--- config.mk ---
export PLATFORM = sky130hd
export DESIGN_NAME = pe_edge_arbiter
export DESIGN_NICKNAME = d
export VERILOG_FILES = /design/src/rtl/pe_types.sv /design/src/rtl/pe_rr_pick.sv /design/src/rtl/pe_edge_arbiter.sv
export SDC_FILE = /design/constraint.sdc
export NUM_CORES = 1
export LEC_CHECK = 0
export CORE_ASPECT_RATIO = 1.1
export CORE_MARGIN = 3
export CORE_UTILIZATION = 49
export CTS_CLUSTER_DIAMETER = 120
export DETAILED_ROUTE_END_ITERATION = 16
export PLACE_DENSITY = 0.8
export SYNTH_ARGS = -nofsm -noshare
export SYNTH_HDL_FRONTEND = slang
export SYNTH_SLANG_ARGS = --single-unit
--- constraint.sdc ---
create_clock -name clk -period 4.2 [get_ports clk]
set_clock_uncertainty 0.2 [all_clocks]
set_input_delay 0.84 -clock clk [delete_from_list [all_inputs] [get_ports clk]]
set_output_delay 0.84 -clock clk [all_outputs]
set_load 0.01 [all_outputs]
--- src/rtl/pe_types.sv ---
// Shared packet type for the processing-element edge fabric.
package pe_types;

  // Packet carried between upstream channels and the egress buffer.
  typedef struct packed {
    logic [3:0]  src;
    logic [11:0] seq;
  } packet_t;

endpackage

--- src/rtl/pe_rr_pick.sv ---
// Combinational arbiter: round-robin from rr_ptr, or fixed priority with index 0 highest.
module pe_rr_pick #(
  parameter int NUM_IN = 4
) (
  input  logic [NUM_IN-1:0]         req,
  input  logic [$clog2(NUM_IN)-1:0] rr_ptr,
  input  logic                      rr_en,
  output logic [NUM_IN-1:0]         grant,
  output logic [$clog2(NUM_IN)-1:0] grant_idx
);

  localparam int PTR_W = $clog2(NUM_IN);

  logic [PTR_W:0]   sum_s;
  logic [PTR_W-1:0] idx_s;
  logic             found_s;

  // Scan requests from the start point (rr_ptr or 0) and pick the first active one.
  always_comb begin
    grant     = {NUM_IN{1'b0}};
    grant_idx = {PTR_W{1'b0}};
    found_s   = 1'b0;
    sum_s     = {(PTR_W+1){1'b0}};
    idx_s     = {PTR_W{1'b0}};
    for (int k = 0; k < NUM_IN; k++) begin
      if (rr_en) begin
        sum_s = {1'b0, rr_ptr} + (PTR_W+1)'(k);
      end else begin
        sum_s = (PTR_W+1)'(k);
      end
      // Wrap the scan position modulo NUM_IN (NUM_IN need not be a power of two).
      if (sum_s >= (PTR_W+1)'(NUM_IN)) begin
        sum_s = sum_s - (PTR_W+1)'(NUM_IN);
      end else begin
        sum_s = sum_s;
      end
      idx_s = sum_s[PTR_W-1:0];
      if (!found_s && req[idx_s]) begin
        found_s   = 1'b1;
        grant_idx = idx_s;
      end else begin
        found_s   = found_s;
      end
    end
    if (found_s) begin
      grant[grant_idx] = 1'b1;
    end else begin
      grant = {NUM_IN{1'b0}};
    end
  end

endmodule

--- src/rtl/pe_edge_arbiter.sv ---
// Merges NUM_IN upstream packet channels onto one egress through a DEPTH-entry buffer.
module pe_edge_arbiter
  import pe_types::*;
#(
  parameter int NUM_IN = 4,
  parameter int DEPTH  = 4
) (
  input  logic                       clk,
  input  logic                       rst,
  input  logic                       rr_en,
  output logic [NUM_IN-1:0]          in_deq,
  input  logic [NUM_IN-1:0]          in_empty,
  input  packet_t                    in_rdata [NUM_IN],
  input  logic                       out_deq,
  output logic                       out_empty,
  output packet_t                    out_rdata,
  output logic [$clog2(DEPTH+1)-1:0] occupancy
);

  localparam int PTR_W = $clog2(NUM_IN);
  localparam int AW    = $clog2(DEPTH);
  localparam int OCC_W = $clog2(DEPTH+1);

  logic [NUM_IN-1:0] req_s;
  logic [NUM_IN-1:0] grant_s;
  logic [PTR_W-1:0]  grant_idx_s;
  logic [PTR_W-1:0]  rr_ptr_r;
  logic              can_push_s;
  logic              push_s;
  logic              pop_s;

  packet_t           mem_r [DEPTH];
  logic [AW-1:0]     wr_ptr_r;
  logic [AW-1:0]     rd_ptr_r;
  logic [OCC_W-1:0]  occ_r;

  // Requests are only offered when the buffer had room at cycle start and reset is low;
  // a same-cycle pop deliberately does not open a slot for this cycle's grant.
  always_comb begin
    can_push_s = 1'b0;
    req_s      = {NUM_IN{1'b0}};
    if (!rst && (occ_r < OCC_W'(DEPTH))) begin
      can_push_s = 1'b1;
      req_s      = ~in_empty;
    end else begin
      can_push_s = 1'b0;
      req_s      = {NUM_IN{1'b0}};
    end
    push_s = |grant_s;
    pop_s  = out_deq && (occ_r != {OCC_W{1'b0}});
  end

  pe_rr_pick #(
    .NUM_IN (NUM_IN)
  ) u_pick (
    .req       (req_s),
    .rr_ptr    (rr_ptr_r),
    .rr_en     (rr_en),
    .grant     (grant_s),
    .grant_idx (grant_idx_s)
  );

  // Round-robin pointer advances past the granted channel; it holds in fixed-priority mode.
  always_ff @(posedge clk) begin
    if (rst) begin
      rr_ptr_r <= {PTR_W{1'b0}};
    end else if (push_s && rr_en) begin
      if (grant_idx_s == PTR_W'(NUM_IN-1)) begin
        rr_ptr_r <= {PTR_W{1'b0}};
      end else begin
        rr_ptr_r <= grant_idx_s + PTR_W'(1);
      end
    end else begin
      rr_ptr_r <= rr_ptr_r;
    end
  end

  // Buffer pointers and occupancy; pointers wrap naturally since DEPTH is a power of two.
  always_ff @(posedge clk) begin
    if (rst) begin
      wr_ptr_r <= {AW{1'b0}};
      rd_ptr_r <= {AW{1'b0}};
      occ_r    <= {OCC_W{1'b0}};
    end else begin
      if (push_s) begin
        wr_ptr_r <= wr_ptr_r + AW'(1);
      end else begin
        wr_ptr_r <= wr_ptr_r;
      end
      if (pop_s) begin
        rd_ptr_r <= rd_ptr_r + AW'(1);
      end else begin
        rd_ptr_r <= rd_ptr_r;
      end
      case ({push_s, pop_s})
        2'b10:   occ_r <= occ_r + OCC_W'(1);
        2'b01:   occ_r <= occ_r - OCC_W'(1);
        default: occ_r <= occ_r;
      endcase
    end
  end

  // Storage array is not reset; entries are only read after being written.
  always_ff @(posedge clk) begin
    if (push_s) begin
      mem_r[wr_ptr_r] <= in_rdata[grant_idx_s];
    end else begin
      mem_r[wr_ptr_r] <= mem_r[wr_ptr_r];
    end
  end

  assign in_deq    = grant_s;
  assign out_empty = (occ_r == {OCC_W{1'b0}});
  assign out_rdata = mem_r[rd_ptr_r];
  assign occupancy = occ_r;

endmodule
==> results.md, run 1 <==
* Post-Syn Instances at around 240
* Cells along the critical path: clkdlybuf4s50_1, nand2_1, o211ai_4, mux2_4, a41o_1, nor3_4, buf_4, inv_1, ha_1, and2_1, clkdlybuf4s15_1
* Area delta synth->final at 35.45%
* Initial Utilization at 51.41%
* Main area contributors after synthesis: edfxtp_1 (52%), mux2i_1 (13%), mux4_2 (9.8%)
* Antenna violations before repair at 0
* Count of final hold-check violations at 0
* Placer congestion estimate at 0.8458
* CTS clk-pin slew, worst paths at 0.07 ns
* Most common cell after layout, fill and taps aside: clkdlybuf4s50_1
* Buf/Inv on CP at 4
* WL final at 7416 µm
* Largest delay share family, worst path: buffers and inverters
* Clk root buf: clkbuf_8
* DR vias at about 2300
* Max VDD drop at 0.3692 mV
* # H-tree levels at 3
* Critical path class: in -> out
* Worst-margin pin slew at roughly 0.83 ns
* Net Count, Synth at between 300 and 400
* CTS tree: done
* Final routed DRC violation total at 0
* EDFF count, synth at 64
* Clock buffer count from CTS at 9
* Final hold slack at approximately 0.34 ns
* Logic pwr share at 37.1%
* Share of the synthesized area in the top cell type at 52.16%
* Chip Height at 96.95 µm
* Post-synth top flop: edfxtp_1
* Core area at 7167 µm²
* Final TNS setup at 0 ns
* Crit end category: output pin
* Nets at 433
* Fin crit share at 96.35%
* Outcome: finished clean
* RSZ-0062 raised after global routing: no
* Antenna diodes at 0
* Max clock buf depth at 2
* Synth async-reset ratio at 0%
* Overall Power at about 0.0024 W
* Final setup fails at 0
* Sw Share at 28.47%
* Chip width at 88.68 µm
* Min cycle time layout at 4.047 ns
* TritonCTS sink count at 75
* Clock power frac at 21.1%
* Total gr overflow at 0
* CP Max Fanout at 3
* Most frequent cells in the layout: clkdlybuf4s50_1 (88), edfxtp_1 (64), mux2i_1 (49)
* Input/output buffers at 95
* Register bit total from synthesis at 75
* Final WS setup at 0.1533 ns
* Crit path required time at 3.16 ns
* Max Cap Viol at 0
* P_sw at approximately 0.00069 W
* WL per Instance at approximately 17 µm
* Rows at 32
* Vias in the first global route at 2419
* CP Launch Type: input port
* Pwr Density at 486.4 nW/µm²
* Synth Area per Inst at 15.48 µm²
* Clk_lat worst skew at 0.33 ns
* Slowest-stage cell, CP: clkdlybuf4s50_1
* YS warnings at 0
* Part of the power in registers at 41.8%
* Starting DRC count in detailed routing at 146
* I/O pin total at 96
* First-pass GRT wire length at 11520 µm
* Total GRT Usage at 17.86%
* Lkg Pwr at roughly 1.8 nW
* Number of vias per cell at ~5.3
* # fillers at 497
* Antenna Nets Post-Route at 0
* Post-CTS Hold Buffers at 0
* Rel. slew slack at 44.85%
* Fmax at ~0.25 GHz
* Mapped cell area at ~3700 µm²
* Final Max Slew Viols at 0
* Sequential-to-total area share from yosys stat at 58.13%
* Largest stage delay, worst path at 0.49 ns
* Layout cells sized above 1 at between 10% and 20%
* Post-synth cell types at about 40
* Pre-CTS WS at -0.1764 ns
* Area leader, netlist: edfxtp_1
* Placed wire-length estimate at about 5400 µm
* Worst Path Arrival at 3.01 ns
* Largest net degree at the start of global routing at 23
* Drt pass-1 iters at 4
* Die area at 8598 µm²
* Hold Crit Class: reg -> reg
* Internal Power at roughly 0.0017 W
Yosys cell counts (2+ instances only):
cell	instances
a21oi_1	4
edfxtp_1	64
xnor2_1	3
xor2_1	3
inv_1	11
nand2_1	7
o21ai_0	3
mux2i_1	49
dfxtp_1	11
buf_6	3
nor3_1	2
a31oi_1	2
nor2_1	11
mux4_2	16
and2_1	8
ha_1	9
clkbuf_1	5
buf_4	4
worst register-to-register path, stage by stage, from the launching register on:
cell,delay [ns]
dfxtp_1,0.51
nor2b_4,0.24
a22oi_1,0.09
o211ai_1,0.35
a211oi_2,0.15
nor3_4,0.22
buf_4,0.15
buf_4,0.10
buf_4,0.22
mux2i_1,0.43
through the flow:
stage	utilization [%]	instance area, µm²	instances
after floorplan	-	3685	238
after global placement	66.45	4762	420
after detailed placement	66.45	4762	420
after CTS	69.34	4970	440
after global routing	69.64	4991	441
final	69.64	4991	441
cells by family after synthesis:
| logic type | share of synthesized area, % |
|---|---|
| buffers and inverters | 4.041 |
| multiplexers | 23.50 |
| adder cells (fa/ha/maj) | 3.599 |
| XOR/XNOR | 1.426 |
| AO/OA/AOI/OAI | 3.396 |
| flip-flops | 58.13 |
| AND/OR/NAND/NOR | 5.909 |
path summary, 6_finish.rpt:
kind,depth (start not counted),slack (ns),to,startpoint
hold / removal,2,0.34,rd_ptr_r[1]$_SDFFE_PP0P_,rd_ptr_r[1]$_SDFFE_PP0P_
setup / recovery,11,0.15,in_deq[0],in_empty[0]
hold reg to reg,2,0.34,rd_ptr_r[1]$_SDFFE_PP0P_,rd_ptr_r[1]$_SDFFE_PP0P_
setup reg to reg,9,1.30,mem_r[3][11]$_DFFE_PP_,rr_ptr_r[0]$_SDFFE_PP0P_
layer usage:
metal	vias up	routed length, µm	share of wire, %	GRT usage, %
met4	0	118	1.6	6.047
li1	1126	-	-	-
met1	1109	3048	41	21.48
met3	8	428	5.8	4.003
met2	79	3820	52	30.91
met5	-	0	0	0
power by group through the flow:
stage | clock network, W | registers, W | logic [W]
6_report | 0.000513 | 0.00101 | 0.000901
2_1_floorplan | 0 | 0.00101 | 0.000526
3_5_place_dp | 0 | 0.00103 | 0.000899
5_1_grt | 0.000550 | 0.00102 | 0.000984
4_1_cts | 0.000522 | 0.00102 | 0.000913
3_3_place_gp | 0 | 0.00102 | 0.000885
state kept, by name, indices dropped and copies added, names as in the netlist, named ones only:
| register | flops |
|---|---|
| rr_ptr_r | 2 |
| occupancy | 3 |
| rd_ptr_r | 2 |
| mem_r | 64 |
| wr_ptr_r | 2 |
cell type report:
cell class                 count  area (µm²)  area share, %
sequential                    75        2142          42.92
inverter                      11       41.29         0.8273
tap                           85       106.4          2.131
timing repair buffer         116        1106          22.16
clock inverter                 5       53.80          1.078
multi-input combinational    138        1410          28.25
clock buffer                  11       131.4          2.632
timing repair:
item | 4_1_cts | 5_1_grt
cloned | 0 | 0
setup endpoints to repair | 4 | 3
resized for setup | 6 | 5
pin swaps | 1 | 4
buffers inserted | 4 | 1
Note: power is estimated with default switching activity, not from simulation.
==> run 2, diff against run 1 <==
--- a/config.mk
+++ b/config.mk
@@ -11,6 +11,7 @@
 export CTS_CLUSTER_DIAMETER = 120
 export DETAILED_ROUTE_END_ITERATION = 16
 export PLACE_DENSITY = 0.8
+export REMOVE_ABC_BUFFERS = 1
 export SYNTH_ARGS = -nofsm -noshare
 export SYNTH_HDL_FRONTEND = slang
 export SYNTH_SLANG_ARGS = --single-unit
==> run 2 against run 1 <==
  * Cell count fell by 1.1%
  * Maximum frequency shrank 0.57%
  * Clock power is 9.9% higher
  * Hold slack worse by 0.0089 ns
  * Count of clock-buffer cells in the layout is 2 lower
  * Critical path type unchanged
  * Sequential power hardly changed
==> results.md, run 2 (synthesis gave the netlist of run 1 again) <==
* Antenna Nets Post-Route at 0 (unchanged)
* Most frequent cells in the layout: clkdlybuf4s50_1 (90), edfxtp_1 (64), mux2i_1 (49)
* Antenna violations before repair at 0 (unchanged)
* Placement-stage cell area at 4755 µm² (-0.16%)
* Clk root buf: clkbuf_8
* Crit path required time at 3.16 ns (about the same)
* Chip width at 88.68 µm (unchanged)
* Pwr Density at 495.4 nW/µm² (+1.9%)
* Cells along the critical path: clkdlybuf4s50_1, or2b_2, a31oi_1, buf_4, a41o_1, nor3_4, buf_4, ha_1, and2_1, dlygate4sd2_1
* Final routed DRC violation total at 0 (unchanged)
* TritonCTS sink count at 75 (unchanged)
* CP Max Fanout at 3 (unchanged)
* Drt pass-1 iters at 4 (unchanged)
* Critical path class: in -> out
* Clk_lat worst skew at 0.33 ns (about the same)
* Chip Height at 96.95 µm (unchanged)
* Biggest register: mem_r
* Most common cell after layout, fill and taps aside: clkdlybuf4s50_1
* CTS tree: done
* Slowest-stage cell, CP: clkdlybuf4s50_1
* RSZ-0062 raised after global routing: no
* Nets at 429 (-0.92%)
* Worst setup path end: in_deq[3]
* Worst-margin pin slew at 0.8641 ns (+0.03804 ns)
* Total GRT Usage at 18.24% (+0.38 points)
* Worst Setup SP: in_empty[2]
* Fmax at 0.2457 GHz (-0.57%)
* Die area at 8598 µm² (unchanged)
* Reg2reg path depth at 10 (+1)
* Max clock buf depth at 2 (unchanged)
* Area delta synth->final at 35.18%
* Rows at 32 (unchanged)
* CTS clk-pin slew, worst paths at 0.07 ns (about the same)
* Core area at 7167 µm² (unchanged)
* Starting DRC count in detailed routing at 98 (-33%)
* Final TNS setup at 0 ns (unchanged)
* Vias in the first global route at 2508 (+3.7%)
* Antenna diodes at 0 (unchanged)
* Fin crit share at 96.90% (+0.55 points)
* CP Launch Type: input port
* Reg2reg setup slack at 1.19 ns (-0.11 ns)
* Total gr overflow at 0 (unchanged)
* Layout cells sized above 1 at 16.24% (-0.61 points)
* Final hold slack at 0.3291 ns (-0.008949 ns)
* Count of final hold-check violations at 0 (unchanged)
* R2r startpoint: rr_ptr_r[0]$_SDFFE_PP0P_
* First-pass GRT wire length at 11850 µm (+2.9%)
* # H-tree levels at 3 (unchanged)
* Placer congestion estimate at 0.7352 (-13%)
* WL per Instance at 16.95 µm (+0.78%)
* Initial Utilization at 51.41% (unchanged)
* Outcome: finished clean
* Final WS setup at 0.1300 ns (-0.02327 ns)
* RR Endpoint: mem_r[0][12]$_DFFE_PP_
* Max FFs per register at 64 (unchanged)
* Final core occ at 69.50% (-0.14 points)
* Input/output buffers at 95 (unchanged)
* Max Cap Viol at 0 (unchanged)
* WL final at 7389 µm (-0.36%)
* Final Max Slew Viols at 0 (unchanged)
* Min cycle time layout at 4.070 ns (+0.02327 ns)
* Critical Path Most Common Cell: buf_4
* Largest stage delay, worst path at 0.49 ns (about the same)
* Crit end category: output pin
* DR vias at 2332 (+0.43%)
* Hold Crit Class: reg -> reg
* Pre-CTS WS at -0.1272 ns (+0.04920 ns)
* Final setup fails at 0 (unchanged)
* Placed wire-length estimate at 5288 µm (-1.3%)
* I/O pin total at 96 (unchanged)
* Worst Path Arrival at 3.03 ns (+0.02 ns)
* Number of vias per cell at 5.349 (+1.6%)
* Largest net degree at the start of global routing at 21 (-8.7%)
* Max VDD drop at 0.2630 mV (-29%)
* Final Instance Area at 4981 µm² (-0.20%)
* Lkg Pwr at 1.748 nW (-0.12%)
* Clock buffer count from CTS at 9 (unchanged)
* Rel. slew slack at 42.39% (-2.5 points)
==> run 2: cell types whose count changed in the layout (fill, tap and decap cells not counted) <==
cell and delta:
buf_4 -4, bufinv_16 +1, clkbuf_1 -2, clkdlybuf4s15_1 -2, clkdlybuf4s50_1 +2, clkinv_2 +1, clkinvlp_4 -1
==> run 2: worst min path at each step <==
| stage | endpoint | start | slack [ns] | cells after the start |
|---|---|---|---|---|
| 3_5_place_dp | rd_ptr_r[1]$_SDFFE_PP0P_ | rd_ptr_r[1]$_SDFFE_PP0P_ | 0.32 | 2 |
| 3_3_place_gp | register | rd_ptr_r[1]$_SDFFE_PP0P_ | 0.30 | 2 |
| 4_1_cts | rd_ptr_r[1]$_SDFFE_PP0P_ | rd_ptr_r[1]$_SDFFE_PP0P_ | 0.34 | 2 |
| 6_report | rd_ptr_r[1]$_SDFFE_PP0P_ | rd_ptr_r[1]$_SDFFE_PP0P_ | 0.33 | 2 |
| 5_1_grt | rd_ptr_r[1]$_SDFFE_PP0P_ | rd_ptr_r[1]$_SDFFE_PP0P_ | 0.39 | 2 |
| 2_1_floorplan | register | rd_ptr_r[1]$_SDFFE_PP0P_ | 0.28 | 2 |
==> run 2: what timing repair did <==
item / 4_1_cts / 5_1_grt
endpoints found under the setup margin: 4 / 2
gates resized for setup: 4 / 3
hold buffers: 0 / 0
pin swaps: 0 / 3
setup buffers: 2 / 0
cloned: 0 / 0
==> run 2: final cells by class <==
cell class | count | area, µm²
inverters | 11 | 41.29
flip-flops and latches | 75 | 2142
multi-input cells | 138 | 1410
well taps | 85 | 106.4
clock inverters | 6 | 81.33
clock buffers | 9 | 123.9
fillers | 488 | 2186
repair buffers | 112 | 1076
==> run 2: critical path: cells and delay by family <==
family                     cells  cell delay (ns)
buffers and inverters          4             1.08
and+or+nand+nor                3             0.48
AOI/OAI and AO/OA              2             0.47
adders and majority gates      1             0.16
==> run 2: routing by layer <==
layer | GRT usage, % | up-vias | part of all wire, %
met4 | 6.977 | 0 | 1.5
met3 | 4.514 | 8 | 5.0
li1 | - | 1121 | -
met2 | 32.06 | 73 | 54
met5 | 0 | - | 0
met1 | 20.78 | 1130 | 40
==> run 2: metrics by stage <==
step | total power (W) | std cells
after floorplan | 0.001507 | 224
after global placement | 0.001892 | 419
after detailed placement | 0.001927 | 419
after CTS | 0.002496 | 436
after global routing | 0.002601 | 436
final | 0.002468 | 436
==> run 2: where the power goes <==
part           total [W]  switching, W  internal (W)  leakage (nW)
sequential       0.00102     0.0000562      0.000960         0.676
clock           0.000564      0.000237      0.000327         0.103
combinational   0.000888      0.000395      0.000493         0.970
==> patch 1: new RTL, settings of run 2 <==
The parameter `DEPTH` goes from 4 to 8.
--- a/src/rtl/pe_edge_arbiter.sv
+++ b/src/rtl/pe_edge_arbiter.sv
@@ -3,7 +3,7 @@
   import pe_types::*;
 #(
   parameter int NUM_IN = 4,
-  parameter int DEPTH  = 4
+  parameter int DEPTH  = 8
 ) (
   input  logic                       clk,
   input  logic                       rst,
Ports: changed (resized occupancy); port bits go from 96 to 97. The function was not compared with the original's and may differ.
==> patch 1 against run 2 <==
Synthesized area increased by 71%. Wire length increased by 81%. Worst setup slack got worse by 110 ps. Cell area increased by 65%. Critical endpoint unchanged. Cell count increased by 49%. Via count increased by 59%. Critical path type unchanged. Die area increased by 65%. Power increased by 75%. Sequential cell count increased by 68. Core utilization decreased by 2.7 points.
==> patch 1: results (changes against run 2) <==
The post-place setup slack is -276 ps (-149 ps). The TritonCTS buffer count came out at 17 (+8). The worst reg-to-reg setup slack is 970 ps (-220 ps). The global-route wire length before repair is 21000 um (+78%). The run finished with clean final reports.

Yosys attributes the largest share of cell area to edfxtp_1, mux4_2, mux2i_1. The count of fill cells added during filler insertion came out at 853 (+75%). The number of flip-flops under the largest register name was 128 (+100%).

The path class of the tightest hold or removal check is reg -> reg. The share of post-route cells with drive strength above 1 is 25.9% (+9.7 points). The worst register-to-register path ends at mem_r[6][15]. The total length of routed wires is 13400 um (+81%). The critical path starts at in_empty[0]. After synthesis, the most frequently instantiated cells are edfxtp_1, mux2i_1, mux4_2. The worst-case setup margin in the final layout came to 22.0 ps (-108 ps). The number of antenna violations at the first check in global routing is 0 (unchanged). The number of port buffers is 96 (+1.1%).

The clock insertion delay at the later pin of the skew report was 410 ps (+80 ps). The total routing resource utilization after global routing is 19.4% (+1.2 points). The placer congestion estimate is 0.763 (+3.7%).

The maximum number of pins on one net before global-route repair came out at 33 (+57%). The proportion of synthesized chip area in sequential cells came out at 65.9% (+7.8 points). More flip-flops sit in one register than any other, and that register is mem_r. The via count normalized by instance count came out at 5.72 (+7.0%). The first-iteration detailed-routing DRC count was 292 (+200%). In this run the worst setup path terminates at in_deq[3]. The largest vdd supply drop came to 0.298 mV (+13%). The count of cell types in the netlist came out at 41 (unchanged). The overall via count from detail_route is 3709 (+59%).

The number of H-tree branching levels came out at 4 (+1). The number of synthesized flops with an enable pin is 128 (+100%). The arrival time reported for the critical path endpoint is 3140 ps (+110 ps). The length in cells of the worst reg-to-reg path came out at 7 (-3). The post-synthesis area per instance is 17.6 sq um (+13%).

In the synthesized netlist the dominant register cell turns out to be edfxtp_1. The number of global-route vias before repair came out at 3929 (+57%). The tree is rooted in a clkbuf_16.

The highest net fanout along the worst path came out at 4 (+1). The slew at the pin closest to its max-slew limit came out at 944 ps (+80.0 ps). The area share of the largest cell type after synthesis was 61.1% (+9.0 points). The clock tree buffer depth came to 2 (unchanged). The detailed placer's ending HPWL came out at 8520 um (+61%). The number of placed cells counting well taps came out at 615 (+47%). The number of nets still failing antenna checks after routing came to 0 (unchanged). The leakage power of the design came to 2.74 nW (+57%). The count of nets after finishing came out at 562 (+31%).
[patch 1: cell types whose count changed after synthesis, sizes merged, moves of 3 or more]
cell | before | now
a21oi | 4 | 8
and2 | 9 | 4
clkbuf | 5 | 9
dfxtp | 11 | 15
edfxtp | 64 | 128
inv | 11 | 4
mux2 | 1 | 16
mux4 | 16 | 32
nand2 | 7 | 14
nand2b | 0 | 3
nor3b | 0 | 4
o21ai | 3 | 6
[patch 1: worst min-delay path by stage]
stage	from	end	slack (ps)	depth (start not counted)
3_3_place_gp	rd_ptr_r[1]	flip-flop	280	2
6_report	rd_ptr_r[1]	flip-flop	300	2
3_5_place_dp	rd_ptr_r[1]	flip-flop	300	2
5_1_grt	rd_ptr_r[1]	flip-flop	340	2
2_1_floorplan	rd_ptr_r[1]	flip-flop	260	2
4_1_cts	rd_ptr_r[1]	flip-flop	310	2
[patch 1: cell families (layout without fill, tap and decap cells)]
logic type,count (synthesis),count (layout),share of synthesized area [%]
xor gates and xnor gates,9,9,1.25
adders and majority gates,9,9,1.79
buffers and inverters,24,160,2.05
and+or+nand+nor,55,55,4.60
DFF,143,143,65.9
muxes,97,97,22.1
AOI/OAI and AO/OA,21,21,2.25
[patch 1: metrics by stage]
step | setup TNS, ps | total power, mW | area [sq um]
after floorplan | 0 | 2.42 | 6170
after global placement | -430 | 2.85 | 7600
after detailed placement | -906 | 2.90 | 7600
after CTS | 0 | 4.36 | 8200
after global routing | -163 | 4.51 | 8220
final | 0 | 4.32 | 8220
[patch 1: power by group]
| group | total, mW | switching, mW | internal (mW) | leakage [nW] |
|---|---|---|---|---|
| sequential | 1.81 | 0.0823 | 1.73 | 1.28 |
| combinational | 1.05 | 0.478 | 0.576 | 1.18 |
| clock | 1.45 | 0.571 | 0.879 | 0.276 |
[patch 1: critical path, cell delays in order]
cell	delay [ps]
clkdlybuf4s50_1	470
buf_4	170
nand3_1	70
nand3_1	130
or3_1	430
a21oi_4	210
ha_1	170
and2_1	120
clkdlybuf4s50_1	530
[patch 1: routing by layer]
metal	global-route usage (%)	part of all wire [%]	up-vias
li1	-	-	1671
met1	24.8	40	1865
met2	32.2	51	152
met3	5.39	7.5	21
met4	6.15	1.6	0
met5	0	0	-
[patch 1: final cells by class]
class                   count  share of cell area, %
clock inverters            15                   1.96
multi-input cells         191                   25.5
clock buffers              17                   5.18
flip-flops and latches    143                   50.5
inverters                   4                  0.183
well taps                 154                   2.35
repair buffers            124                   14.4
[patch 1: repair_timing]
action,CTS,global route
endpoints found under the setup margin,4,4
pin swaps,1,3
gates resized for setup,9,4
hold buffers,0,0
buffers inserted,1,0
==> patch 2: new RTL, settings of run 2 <==
Without the edit above. Make the reset (`rst`) asynchronous in 2 clocked blocks.
--- a/src/rtl/pe_edge_arbiter.sv
+++ b/src/rtl/pe_edge_arbiter.sv
@@ -61,7 +61,7 @@
   );
 
   // Round-robin pointer advances past the granted channel; it holds in fixed-priority mode.
-  always_ff @(posedge clk) begin
+  always_ff @(posedge clk or posedge rst) begin
     if (rst) begin
       rr_ptr_r <= {PTR_W{1'b0}};
     end else if (push_s && rr_en) begin
@@ -76,7 +76,7 @@
   end
 
   // Buffer pointers and occupancy; pointers wrap naturally since DEPTH is a power of two.
-  always_ff @(posedge clk) begin
+  always_ff @(posedge clk or posedge rst) begin
     if (rst) begin
       wr_ptr_r <= {AW{1'b0}};
       rd_ptr_r <= {AW{1'b0}};
Check against the original RTL: differs if rst is asserted again (counterexample within 4 cycles, from zero or initial values and one cycle with rst high); with rst held inactive, the same outputs for 4 cycles.
==> patch 2 against run 2 <==
Worst setup slack worse by 32 ps. Wire length is 0.88% higher. Critical path depth is 2 lower. Global-route usage is 0.25 points lower. Power is 7.3% higher. Synthesized area is 0.20% lower. Sequential share of layout area is 0.91 points higher. Clock power is 6.7% lower. Sequential cell count is 2 lower. Cell area is 1.8% lower. Worst hold slack worse by 22 ps. Count of clock-buffer cells in the layout stayed put. Sequential power is 5% higher. Synthesized cell count is 4.6% lower.
==> patch 2: results (changes against run 2) <==
At the later pin of the worst-skew pair, clock insertion delay measures 340 ps. The via count normalized by instance count came to 5.45 (+1.9%). The number of port buffers came out at 95 (unchanged). The post-synthesis share of cell area spent on full adders, half adders and majority gates was 3.61% (+0.0073 points). The number of placed cells counting well taps is 400 (-4.5%). The maximum number of pins on one net before global-route repair came out at 21 (unchanged). The post-place setup slack is 40.2 ps (+167 ps).

The share of flip-flops with an asynchronous set or reset came to 12.3% (+12 points). The post-synthesis area per instance came out at 16.2 sq um (+4.6%). The leakage power of the design is 1.70 nW (-2.8%). The count of placed standard cells in the final layout, fillers left out is 419 (-3.9%).

The share of post-route cells with drive strength above 1 came out at 14.4% (-1.9 points). Clock tree synthesis selected as its root buffer the cell clkbuf_8. The number of H-tree branching levels is 3 (unchanged).

The first-iteration detailed-routing DRC count was 123 (+26%). The xor/xnor share of the synthesized area is 1.43% (+0.0029 points). The total length of routed wires came out at 7450 um (+0.88%). The length in cells of the worst reg-to-reg path came out at 6 (-4). The detailed placer's ending HPWL is 5410 um (+2.3%). The arrival time reported for the critical path endpoint is 3060 ps (+30 ps).

The relative slew slack came out at 42.9% (+0.55 points). The worst register-to-register path ends at mem_r[1][6]. The run finished with clean final reports. The total routing resource utilization after global routing came out at 18.0% (-0.25 points). The largest vdd supply drop came to 0.234 mV (-11%).

The highest net fanout along the worst path is 6 (+3). The net switching power of the design was 0.829 mW (+20%). The path class of the tightest hold or removal check is reg -> reg. For hold timing, the worst endpoint is rd_ptr_r[0]. The startpoint identified for the worst hold timing path is rd_ptr_r[0]. In the synthesized netlist, the cells that appear most often are edfxtp_1, mux2i_1, mux4_2. The clock tree buffer depth is 2 (unchanged). The number of synthesized flops with an enable pin came out at 64 (unchanged). The number of diodes came out at 0 (unchanged). The number of flip-flops under the largest register name came out at 64 (unchanged).

The number of cells traversed by the worst hold path came out at 1 (-1). The number of warning messages in the yosys log came out at 0 (unchanged). The multiplexer share of the synthesized area came out at 23.9% (+0.35 points).

The number of antenna violations at the first check in global routing is 0 (unchanged). The placer congestion estimate is 0.909 (+24%). The number of optimization iterations in the first detailed-route pass is 4 (unchanged). Sorting the synthesized cells by area gives the leading types as edfxtp_1, mux2i_1, mux4_2. The global-route wire length before repair is 11500 um (-2.7%).

The proportion of synthesized chip area in sequential cells is 58.4% (+0.25 points). The area share of the largest cell type after synthesis was 52.3% (+0.11 points). The count of fill cells added during filler insertion came to 524 (+7.4%). The number of global-route vias before repair is 2414 (-3.7%). The count of cell types in the netlist came out at 37 (-9.8%). The count of nets after finishing is 411 (-4.2%).

The compound-cell area share of the yosys netlist came to 3.91% (+0.52 points). The final-report max-slew violation count was 0 (unchanged). More flip-flops sit in one register than any other, and that register is mem_r.

The TritonCTS buffer count is 9 (unchanged). The worst register-to-register path begins at rr_ptr_r[1]. The clock transition time at the flip-flop clock pins of the worst setup and hold paths is 70 ps (about the same). The worst reg-to-reg setup slack came out at 1540 ps (+350 ps).
## patch 2: cell types whose count changed after synthesis, sizes merged, moves of 2 or more
cell,change
dfxtp,-11
a21oi,-2
nand2,+4
o2111ai,+2
a31oi,-2
dfrtp,+9
clkbuf,-2
nor2,-8
nor3,-2
buf,+2
## patch 2: repair_timing
| item | CTS | global route |
|---|---|---|
| buffers inserted | 0 | 3 |
| endpoints found under the setup margin | 0 | 4 |
| resized for setup | 0 | 1 |
## patch 2: metrics by stage
step | cell area [sq um] | hold slack [ps]
after floorplan | 3550 | 341
after global placement | 4670 | 279
after detailed placement | 4670 | 298
after CTS | 4860 | 308
after global routing | 4890 | 336
final | 4890 | 307
## patch 2: layout make-up
type                            instances  share of cell area, %
Multi-Input combinational cell        130                   28.2
Tap cell                               85                   2.18
Sequential cell                        73                   43.9
Inverter                               10                  0.768
Clock buffer                            9                   2.53
Timing Repair Buffer                  105                   21.0
Clock inverter                          7                   1.41
## patch 2: per-layer routing
layer  vias to the layer above  part of all wire (%)  global-route usage (%)
met2                        85                    52                    30.7
met5                         -                     0                       0
met1                      1123                    41                    22.0
met4                         0                   1.1                    5.93
met3                         6                   5.8                    4.43
li1                       1069                     -                       -
## patch 2: kinds of logic (layout without fill, tap and decap cells)
group                    Yosys count  after routing
buffers and inverters             24            131
XOR/XNOR                           6              6
flip-flops                        73             73
multiplexers                      67             67
AND/OR/NAND/NOR                   31             31
adder cells (fa/ha/maj)           10             10
AO/OA/AOI/OAI                     16             16
## patch 2: how the worst max path moves through the flow
stage,from,endpoint,cells past startpoint
2_1_floorplan,in_empty[0],in_deq[0],6
3_3_place_gp,in_empty[1],in_deq[0],9
3_5_place_dp,in_empty[1],in_deq[0],9
4_1_cts,in_empty[1],in_deq[0],9
5_1_grt,rr_en,in_deq[1],8
6_report,in_empty[0],in_deq[1],8
## patch 2: power by group through the flow
stage,clock network (mW),logic (mW),registers [mW]
6_report,0.526,1.05,1.07
5_1_grt,0.566,1.14,1.09
4_1_cts,0.534,1.06,1.07
3_5_place_dp,0,1.06,1.09
3_3_place_gp,0,1.02,1.08
2_1_floorplan,0,0.562,1.09
## patch 2: worst max-delay path: stages
cell and delay (ps):
clkdlybuf4s50_1 570, and3b_1 220, nand2b_1 180, a221oi_4 310
inv_1 120, ha_1 220, and2_1 130, clkdlybuf4s50_1 470
